--- config.mk ---
export PLATFORM = sky130hd
export DESIGN_NAME = dff_bank_arbiter
export DESIGN_NICKNAME = d
export VERILOG_FILES = /design/src/rtl/dff_arb_pkg.sv /design/src/rtl/dff_bank_arbiter_rr_pick.sv /design/src/rtl/dff_bank_arbiter.sv
export SDC_FILE = /design/constraint.sdc
export NUM_CORES = 1
export LEC_CHECK = 0
export CAP_MARGIN = 10
export CORE_ASPECT_RATIO = 0.9
export CORE_UTILIZATION = 40
export CTS_BUF_LIST = sky130_fd_sc_hd__clkbuf_4 sky130_fd_sc_hd__clkbuf_8
export CTS_CLUSTER_DIAMETER = 200
export DETAILED_ROUTE_END_ITERATION = 7
export PLACE_DENSITY = 0.77
export SYNTH_ARGS = -nofsm -noshare
export SYNTH_HDL_FRONTEND = slang
export SYNTH_SLANG_ARGS = --single-unit
--- constraint.sdc ---
create_clock -name clk -period 1.9 [get_ports clk]
set_input_delay 0.38 -clock clk [delete_from_list [all_inputs] [get_ports clk]]
set_output_delay 0.38 -clock clk [all_outputs]
set_load 0.05 [all_outputs]
--- src/rtl/dff_arb_pkg.sv ---
`default_nettype none
// ============================================================================
// Module      : dff_arb_pkg
// Description : Shared types, state constants and the wrapping first-set-bit
//               search used by the register-bank arbiter.
// Revision    : 1.0 - initial release
// ============================================================================
package dff_arb_pkg;

    typedef logic [1:0] state_t;

    localparam state_t c_st_idle    = 2'd0;
    localparam state_t c_st_grant   = 2'd1;
    localparam state_t c_st_release = 2'd2;

    // Largest requester count any arbiter built on these helpers supports.
    localparam int unsigned c_max_req   = 8;
    localparam int unsigned c_max_idx_w = 3;

    typedef struct packed {
        logic                   found;
        logic [c_max_idx_w-1:0] idx;
    } pick_t;

    // The hold counter must be able to count from 0 up to max_hold.
    function automatic int unsigned hold_cnt_width(input int unsigned max_hold);
        return $clog2(max_hold + 1);
    endfunction

    // First set bit of req[nreq-1:0], scanning ptr, ptr+1, ... modulo nreq.
    function automatic pick_t rr_first_set(
        input logic [c_max_req-1:0]   req,
        input logic [c_max_idx_w-1:0] ptr,
        input int unsigned            nreq
    );
        pick_t       r;
        int unsigned k;
        r = '0;
        for (int unsigned i = 0; i < c_max_req; i++) begin
            if (i < nreq && !r.found) begin
                k = (32'(ptr) + i) % nreq;
                if (req[k[c_max_idx_w-1:0]]) begin
                    r.found = 1'b1;
                    r.idx   = k[c_max_idx_w-1:0];
                end
            end
        end
        return r;
    endfunction

endpackage
`default_nettype wire

--- src/rtl/dff_bank_arbiter_rr_pick.sv ---
`default_nettype none
// ============================================================================
// Module      : rr_pick
// Description : Combinational round-robin selector: one-hot winner and index
//               of the first active request at or after the priority pointer.
// Revision    : 1.0 - initial release
// ============================================================================
module rr_pick
    import dff_arb_pkg::*;
#(
    parameter int unsigned NREQ  = 4,
    parameter int unsigned IDX_W = $clog2(NREQ)
) (
    input  logic [NREQ-1:0]  i_req,
    input  logic [IDX_W-1:0] i_ptr,
    output logic [NREQ-1:0]  o_onehot,
    output logic [IDX_W-1:0] o_idx,
    output logic             o_valid
);

    logic [c_max_req-1:0]   w_req_pad;
    logic [c_max_idx_w-1:0] w_ptr_pad;
    pick_t                  w_pick;

    always_comb begin
        w_req_pad              = '0;
        w_req_pad[NREQ-1:0]    = i_req;
        w_ptr_pad              = '0;
        w_ptr_pad[IDX_W-1:0]   = i_ptr;
        w_pick                 = rr_first_set(w_req_pad, w_ptr_pad, NREQ);
    end

    always_comb begin
        o_onehot = '0;
        o_idx    = '0;
        for (int i = 0; i < NREQ; i++) begin
            if (w_pick.found && (w_pick.idx == c_max_idx_w'(i))) begin
                o_onehot[i] = 1'b1;
                o_idx       = IDX_W'(i);
            end
        end
    end

    assign o_valid = w_pick.found;

endmodule
`default_nettype wire

--- src/rtl/dff_bank_arbiter.sv ---
`default_nettype none
// ============================================================================
// Module      : dff_bank_arbiter
// Description : Round-robin arbiter and bounded-burst write sequencer for a
//               shared WIDTH-bit register bank with q and complementary qb.
//               Optional parity tracking: define DFF_ARB_PARITY_EN.
// Revision    : 1.0 - initial release
// ============================================================================
module dff_bank_arbiter
    import dff_arb_pkg::*;
#(
    parameter int unsigned NREQ     = 4,
    parameter int unsigned WIDTH    = 8,
    parameter int unsigned MAX_HOLD = 4
) (
    input  logic                  clk,
    input  logic                  rst,
    input  logic [NREQ-1:0]       req,
    input  logic [NREQ*WIDTH-1:0] wdata,
`ifdef DFF_ARB_PARITY_EN
    input  logic [NREQ-1:0]       wpar,
    output logic                  q_par,
    output logic                  par_err,
`endif
    output logic [NREQ-1:0]       gnt,
    output logic [WIDTH-1:0]      q,
    output logic [WIDTH-1:0]      qb,
    output logic                  wr_valid,
    output logic                  busy
);

    localparam int unsigned c_idx_w  = $clog2(NREQ);
    localparam int unsigned c_hold_w = hold_cnt_width(MAX_HOLD);

    state_t                state_q,    state_d;
    logic [c_idx_w-1:0]    ptr_q,      ptr_d;
    logic [c_idx_w-1:0]    g_idx_q,    g_idx_d;
    logic [c_hold_w-1:0]   hold_cnt_q, hold_cnt_d;
    logic [NREQ-1:0]       gnt_q,      gnt_d;
    logic [WIDTH-1:0]      bank_q,     bank_d;
    logic [WIDTH-1:0]      bank_b_q,   bank_b_d;
    logic                  wr_valid_q, wr_valid_d;

    logic [NREQ-1:0]       w_pick_onehot;
    logic [c_idx_w-1:0]    w_pick_idx;
    logic                  w_pick_valid;
    logic [WIDTH-1:0]      w_wr_data;
    logic                  w_req_g;
    logic                  w_write;

    rr_pick #(
        .NREQ  (NREQ),
        .IDX_W (c_idx_w)
    ) u_rr_pick (
        .i_req    (req),
        .i_ptr    (ptr_q),
        .o_onehot (w_pick_onehot),
        .o_idx    (w_pick_idx),
        .o_valid  (w_pick_valid)
    );

    // Only the granted slice is selected, so X on other slices never leaks in.
    always_comb begin
        w_wr_data = '0;
        w_req_g   = 1'b0;
        for (int i = 0; i < NREQ; i++) begin
            if (g_idx_q == c_idx_w'(i)) begin
                w_wr_data = wdata[i*WIDTH +: WIDTH];
                w_req_g   = req[i];
            end
        end
    end

    always_comb begin
        state_d    = state_q;
        ptr_d      = ptr_q;
        g_idx_d    = g_idx_q;
        hold_cnt_d = hold_cnt_q;
        gnt_d      = gnt_q;
        bank_d     = bank_q;
        bank_b_d   = bank_b_q;
        wr_valid_d = 1'b0;
        w_write    = 1'b0;
        case (state_q)
            c_st_idle: begin
                if (w_pick_valid) begin
                    state_d    = c_st_grant;
                    gnt_d      = w_pick_onehot;
                    g_idx_d    = w_pick_idx;
                    hold_cnt_d = '0;
                end
            end
            c_st_grant: begin
                if (w_req_g) begin
                    w_write    = 1'b1;
                    bank_d     = w_wr_data;
                    bank_b_d   = ~w_wr_data;
                    wr_valid_d = 1'b1;
                    hold_cnt_d = hold_cnt_q + c_hold_w'(1);
                    // Last permitted write of the burst still lands.
                    if (hold_cnt_q == c_hold_w'(MAX_HOLD - 1)) begin
                        state_d = c_st_release;
                        gnt_d   = '0;
                    end
                end else begin
                    state_d = c_st_release;
                    gnt_d   = '0;
                end
            end
            c_st_release: begin
                ptr_d   = (g_idx_q == c_idx_w'(NREQ - 1)) ? '0 : g_idx_q + c_idx_w'(1);
                state_d = c_st_idle;
            end
            default: begin
                state_d = c_st_idle;
                gnt_d   = '0;
            end
        endcase
    end

    always_ff @(posedge clk) begin
        if (rst) begin
            state_q    <= c_st_idle;
            ptr_q      <= '0;
            g_idx_q    <= '0;
            hold_cnt_q <= '0;
            gnt_q      <= '0;
            bank_q     <= '0;
            bank_b_q   <= '1;
            wr_valid_q <= 1'b0;
        end else begin
            state_q    <= state_d;
            ptr_q      <= ptr_d;
            g_idx_q    <= g_idx_d;
            hold_cnt_q <= hold_cnt_d;
            gnt_q      <= gnt_d;
            bank_q     <= bank_d;
            bank_b_q   <= bank_b_d;
            wr_valid_q <= wr_valid_d;
        end
    end

    assign gnt      = gnt_q;
    assign q        = bank_q;
    assign qb       = bank_b_q;
    assign wr_valid = wr_valid_q;
    assign busy     = (state_q != c_st_idle);

`ifdef DFF_ARB_PARITY_EN
    logic q_par_q,   q_par_d;
    logic par_err_q, par_err_d;
    logic w_par_g;

    always_comb begin
        w_par_g = 1'b0;
        for (int i = 0; i < NREQ; i++) begin
            if (g_idx_q == c_idx_w'(i)) begin
                w_par_g = wpar[i];
            end
        end
    end

    // A parity mismatch is still written; only the sticky flag records it.
    always_comb begin
        q_par_d   = q_par_q;
        par_err_d = par_err_q;
        if (w_write) begin
            q_par_d = ^w_wr_data;
            if ((^w_wr_data) != w_par_g) begin
                par_err_d = 1'b1;
            end
        end
    end

    always_ff @(posedge clk) begin
        if (rst) begin
            q_par_q   <= 1'b0;
            par_err_q <= 1'b0;
        end else begin
            q_par_q   <= q_par_d;
            par_err_q <= par_err_d;
        end
    end

    assign q_par   = q_par_q;
    assign par_err = par_err_q;
`endif

endmodule
`default_nettype wire

* Word level (Yosys, flattened, before mapping)
Cells that the tools add are included.
** Word-level totals
- Register bits after elaboration :: 30
- Bits of input ports :: 38
- Output and inout port bits :: 22
- Word-level logic and storage cells :: 90
** Operators by class
- Add/sub/neg operators :: 5
- $lt $le $gt $ge :: 4
- Equality and inequality tests :: 12
- Mux-type cells :: 43
- Bitwise logic cells :: 3
- Reduce and logical (&&, ||, !) cells :: 15
** Operator list (number)
- 4-bit two-way mux :: 10
- 8-bit two-way mux :: 4
- 2-bit by 4-bit < comparator with 1-bit output, second input constant :: 4
- 1-bit two-way mux :: 14
- 2-bit two-way mux :: 6
- 4-bit one-hot mux with 3 select lines :: 1
- 3-bit by 2-bit == test with 1-bit output, second input constant :: 3
- 1-bit binary-select mux with 2-bit select :: 4
- 8-bit NOT :: 1
- 2-bit == test, second input constant :: 3
- 3-bit two-way mux :: 2
- 3-bit one-hot mux with 2 select lines :: 1
- 2-bit AND reduction :: 3
- 3-bit AND reduction :: 2
- 2-bit by 1-bit adder with 2-bit output, second input constant :: 2
- 2-bit adder, second input constant :: 2
- 2-bit by 1-bit == test with 1-bit output, second input constant :: 2
- 1-bit logical AND :: 4
- 2-bit logical NOT :: 2
- 2-bit one-hot mux with 2 select lines :: 1
- 2-bit nonzero test :: 2
- 3-bit by 1-bit adder with 3-bit output, second input constant :: 1
- 3-bit by 1-bit == test with 1-bit output, second input constant :: 1
- 3-bit logical NOT :: 1
- 5 further kinds :: 6

* Logic depth before layout (Yosys ltp)
- Depth in word-level cells :: 14
- Depth in mapped cells :: 10
- Depth with buffers taken out :: 7

* By module
A second synthesis with hierarchy kept.
** Unflattened totals
- Cell total of the unflattened synthesis :: 176
- Area total of the unflattened synthesis :: 1560.2 sq um
** By module, submodules not included
- dff_bank_arbiter :: instances 1, cells each 144, area an instance 1377.6 sq um
- rr_pick :: instances 1, cells each 32, area an instance 182.7 sq um

* Least setup slack after synthesis
No wires, ideal clock.
- Path type :: reg2reg
- Start :: reg g_idx_q[0]
- End :: reg hold_cnt_q[2]
- Library setup time :: 101 ps
- Data arrival time :: 1778 ps
- Data required time :: 1799 ps
- Slack :: 21 ps
- Cell stages (with the launch flop) :: 10
- Path buffers :: 2
- Period minus slack after synthesis :: 1879 ps
- Path through :: dfxtp_1 > inv_1 > ha_1 > buf_2 > a211oi_2 > o21ai_1 > and2_1 > clkbuf_2 > or4_1 > o41ai_1
** On the way
- Longest elaborated chain between the ends :: 7
** RTL lines
- start: declaration :: line dff_bank_arbiter.sv:37 : logic [c_idx_w-1:0] g_idx_q, g_idx_d;
- start signal: assignment :: line dff_bank_arbiter.sv:134 : g_idx_q <= g_idx_d;
- 2-bit logical NOT :: line dff_bank_arbiter.sv:67 : if (g_idx_q == c_idx_w'(i)) begin
- 1-bit two-way mux (3 in a row) :: line dff_bank_arbiter.sv:67
- 1-bit two-way mux * :: line dff_bank_arbiter.sv:67
- 2-bit inequality test (no source line) *
- 3-bit AND reduction (no source line) *
- end signal: assignment :: line dff_bank_arbiter.sv:135 : hold_cnt_q <= hold_cnt_d;
- end: declaration :: line dff_bank_arbiter.sv:38 : logic [c_hold_w-1:0] hold_cnt_q, hold_cnt_d;
Every way passes the cells marked *; elsewhere a longest branch is shown, timed or not.
A chain may end at the register's enable or synchronous reset.

* Final worst setup path
- Start :: in req[1]
- End :: reg hold_cnt_q[2]
** On the way
- Longest elaborated chain between the ends :: 8
** RTL lines
- start: declaration :: line dff_bank_arbiter.sv:18 : input logic [NREQ-1:0] req,
- 1-bit binary-select mux with 2-bit select :: line dff_arb_pkg.sv:42 : if (req[k[c_max_idx_w-1:0]]) begin
- 1-bit two-way mux (implied by the code) :: line dff_arb_pkg.sv:42
- 4-bit two-way mux :: line dff_arb_pkg.sv:42
- 4-bit two-way mux (3 in a row) :: line dff_arb_pkg.sv:40 : if (i < nreq && !r.found) begin
- 2-bit by 1-bit inequality test with 1-bit output (no source line)
- 3-bit AND reduction (no source line) *
Every way passes the cells marked *; elsewhere a longest branch is shown, timed or not. The select of a mux whose other input is x is not followed.

==> metrics <==
Antenna diodes=0; Pleak=0.000986 uW; CP peak stage delay=0.49 ns; Die Ht=60.7 um; Residual DRC=0; Sink Count=30; GP Congestion=0.812; critical path endpoint category=flip-flop; Reg clk slew, reported paths=0.06 ns; Area Overhead vs Synth=57.0%; Critical Path Fanout Max=5; vias=1676; register area share after synthesis=0.393; Initial DRC Count=100; setup violators final=0; worst r2r path cells=7; Synth warnings=0; Reg power frac=0.344; num ports=60; vias in the first global route=1430; max cap viols=0; WHS Path Cells=1; CTS tree=done; remaining antenna violation count after routing=0; routed wire length=4350 um; clock network fraction of total power=0.301; CTS Buffer Depth=2; final non-filler cell total=314; period utilization=0.973; post-DP HPWL=3230 um; Comb pwr share=0.355; Yosys reg bits=30; Critical Path RT=2.08 ns; Synth area leader=dfxtp_1; CTS buffer count=5; status=completed; post-placement cell count=307; share of layout cells above drive strength 1=0.204; core area=3500 sq um; power per standard cell area=894 nW/um^2; Synth Cell Area=1530 sq um; Max-slew headroom=0.652; post-CTS setup buffers=0; DIE WIDTH=67.2 um; nets@finish=314; total power=2150 uW; IO Port Bufs=59; CP Class=in2reg; clk_skew=0.00659 ns; global-route wire length before repair=6580 um; Unique masters post-synth=33; fmax=541 MHz; leading cell types in the layout, fill and taps excluded=clkdlybuf4s50_1, buf_4, dfxtp_1, a21oi_1, nor2_1; TritonRoute pass-1 iters=4; largest net degree at the start of global routing=24; final hold viol count=0; fin. max-slew vios=0; share of the synthesized area in the top cell type=0.393; highest-delay cell along the critical path=clkdlybuf4s50_1; Switching Share=0.329; syn nets=237; Die ar.=4070 sq um; worst vdd ir=0.737 mV; Slew @ Worst Pin=0.520 ns; Final Util=0.685; Cells after Synth=193; Cell Rows=20; Cell Chain, Critical Path=clkdlybuf4s50_1 -> a211oi_2 -> o21ai_2 -> and2_2 -> or4_1 -> o41ai_1; cts hold-fix bufs=0; Arr. time, crit path=2.02 ns; Hold Slack=0.471 ns; Root Buffer=clkbuf_8; most common cell after layout, fill and taps aside=clkdlybuf4s50_1; critical path launch point type=input port; Hold Crit Class=reg2reg; via-per-instance ratio=5.34; Mean Syn Cell Area=7.92 sq um; WL/cell=13.9 um; top cells by area, synth=dfxtp_1, a21oi_1, nor2_1; P_int=1440 uW; global route overflow=0; H-tree Lvls=2; worst-skew pair later-pin latency=0.28 ns; min Tclk post-route=1.85 ns; Initial Util=0.436; sw power=706 uW; total track usage=0.221; initial antenna violation count=0
[final timing paths]
check / slack, ns / to / startpoint
worst max-delay path: 0.05 / hold_cnt_q[2] / req[1]
worst max register to register: 0.06 / hold_cnt_q[2] / g_idx_q[1]
worst min-delay path: 0.47 / qb[4] / qb[4]
worst min register to register: 0.47 / qb[4] / qb[4]
[kinds of logic (layout without fill, tap and decap cells)]
kind of cell | count (synthesis) | after routing | share of synthesized area
compound gates | 62 | 62 | 0.272
simple gates | 65 | 65 | 0.191
buf+inv | 27 | 104 | 0.0761
mux | 3 | 3 | 0.0196
flops | 30 | 30 | 0.393
fa+ha+maj | 6 | 6 | 0.0491
[metrics by stage]
step / worst slack, ns / TNS [ns] / area [sq um]
after floorplan: 0.0212 / 0 / 1530
after global placement: -0.171 / -2.61 / 2270
after detailed placement: -0.236 / -3.46 / 2270
after CTS: 0.000135 / 0 / 2380
after global routing: -0.000400 / -0.000400 / 2400
final: 0.0521 / 0 / 2400
[power groups by stage]
stage,sequential [uW],clock (uW),combinational [uW]
after floorplan,917,0,264
after global placement,750,0,743
after detailed placement,750,0,746
after CTS,737,653,754
after global routing,747,688,813
final,739,646,761
[registers in the layout, summed over array words and instances (netlist names)]
register and flops:
state_q 2, q 8, hold_cnt_q 3, g_idx_q 2
qb 8, gnt 4, ptr_q 2, wr_valid 1
[worst max-delay path: cells and delay by family]
family / cells / cell delay, ns
AND/OR/NAND/NOR: 2 / 0.70
buffers and inverters: 1 / 0.49
AO/OA/AOI/OAI: 3 / 0.45
[layer usage]
layer	global-route usage	routed length, um	vias up
li1	-	-	831
met1	0.322	2090	770
met2	0.309	1770	73
met3	0.0658	466	2
met4	0.0729	25	0
met5	0	0	-
[synthesized netlist by cell type, drive strengths merged]
cell type  number
or2             2
o21ai           9
or4             1
nand2          18
and2            1
inv            13
nor2b           2
a21oi          24
a211o           8
buf             7
o21a            1
dfxtp          30
nand2b          4
ha              6
a211oi          2
nor2           21
clkbuf          7
o21ba           1
a22o            2
a21boi          1
mux2i           3
nand3           5
a31oi           3
o22a            1
nor4            1
o22ai           1
a221oi          8
o41ai           1
nor3           10
[what timing repair did]
item | CTS | global route
pin swaps | 0 | 0
setup endpoints to repair | 4 | 23
gates resized for setup | 1 | 7
[final cells by class]
cell class	count	area, sq um
fillers	304	1100
well taps	44	55.1
inverters	13	48.8
multi-input cells	136	827
flip-flops and latches	30	603
repair buffers	84	753
clock buffers	6	82.6
clock inverters	1	30.0
Power figures use the tool's default switching activity.
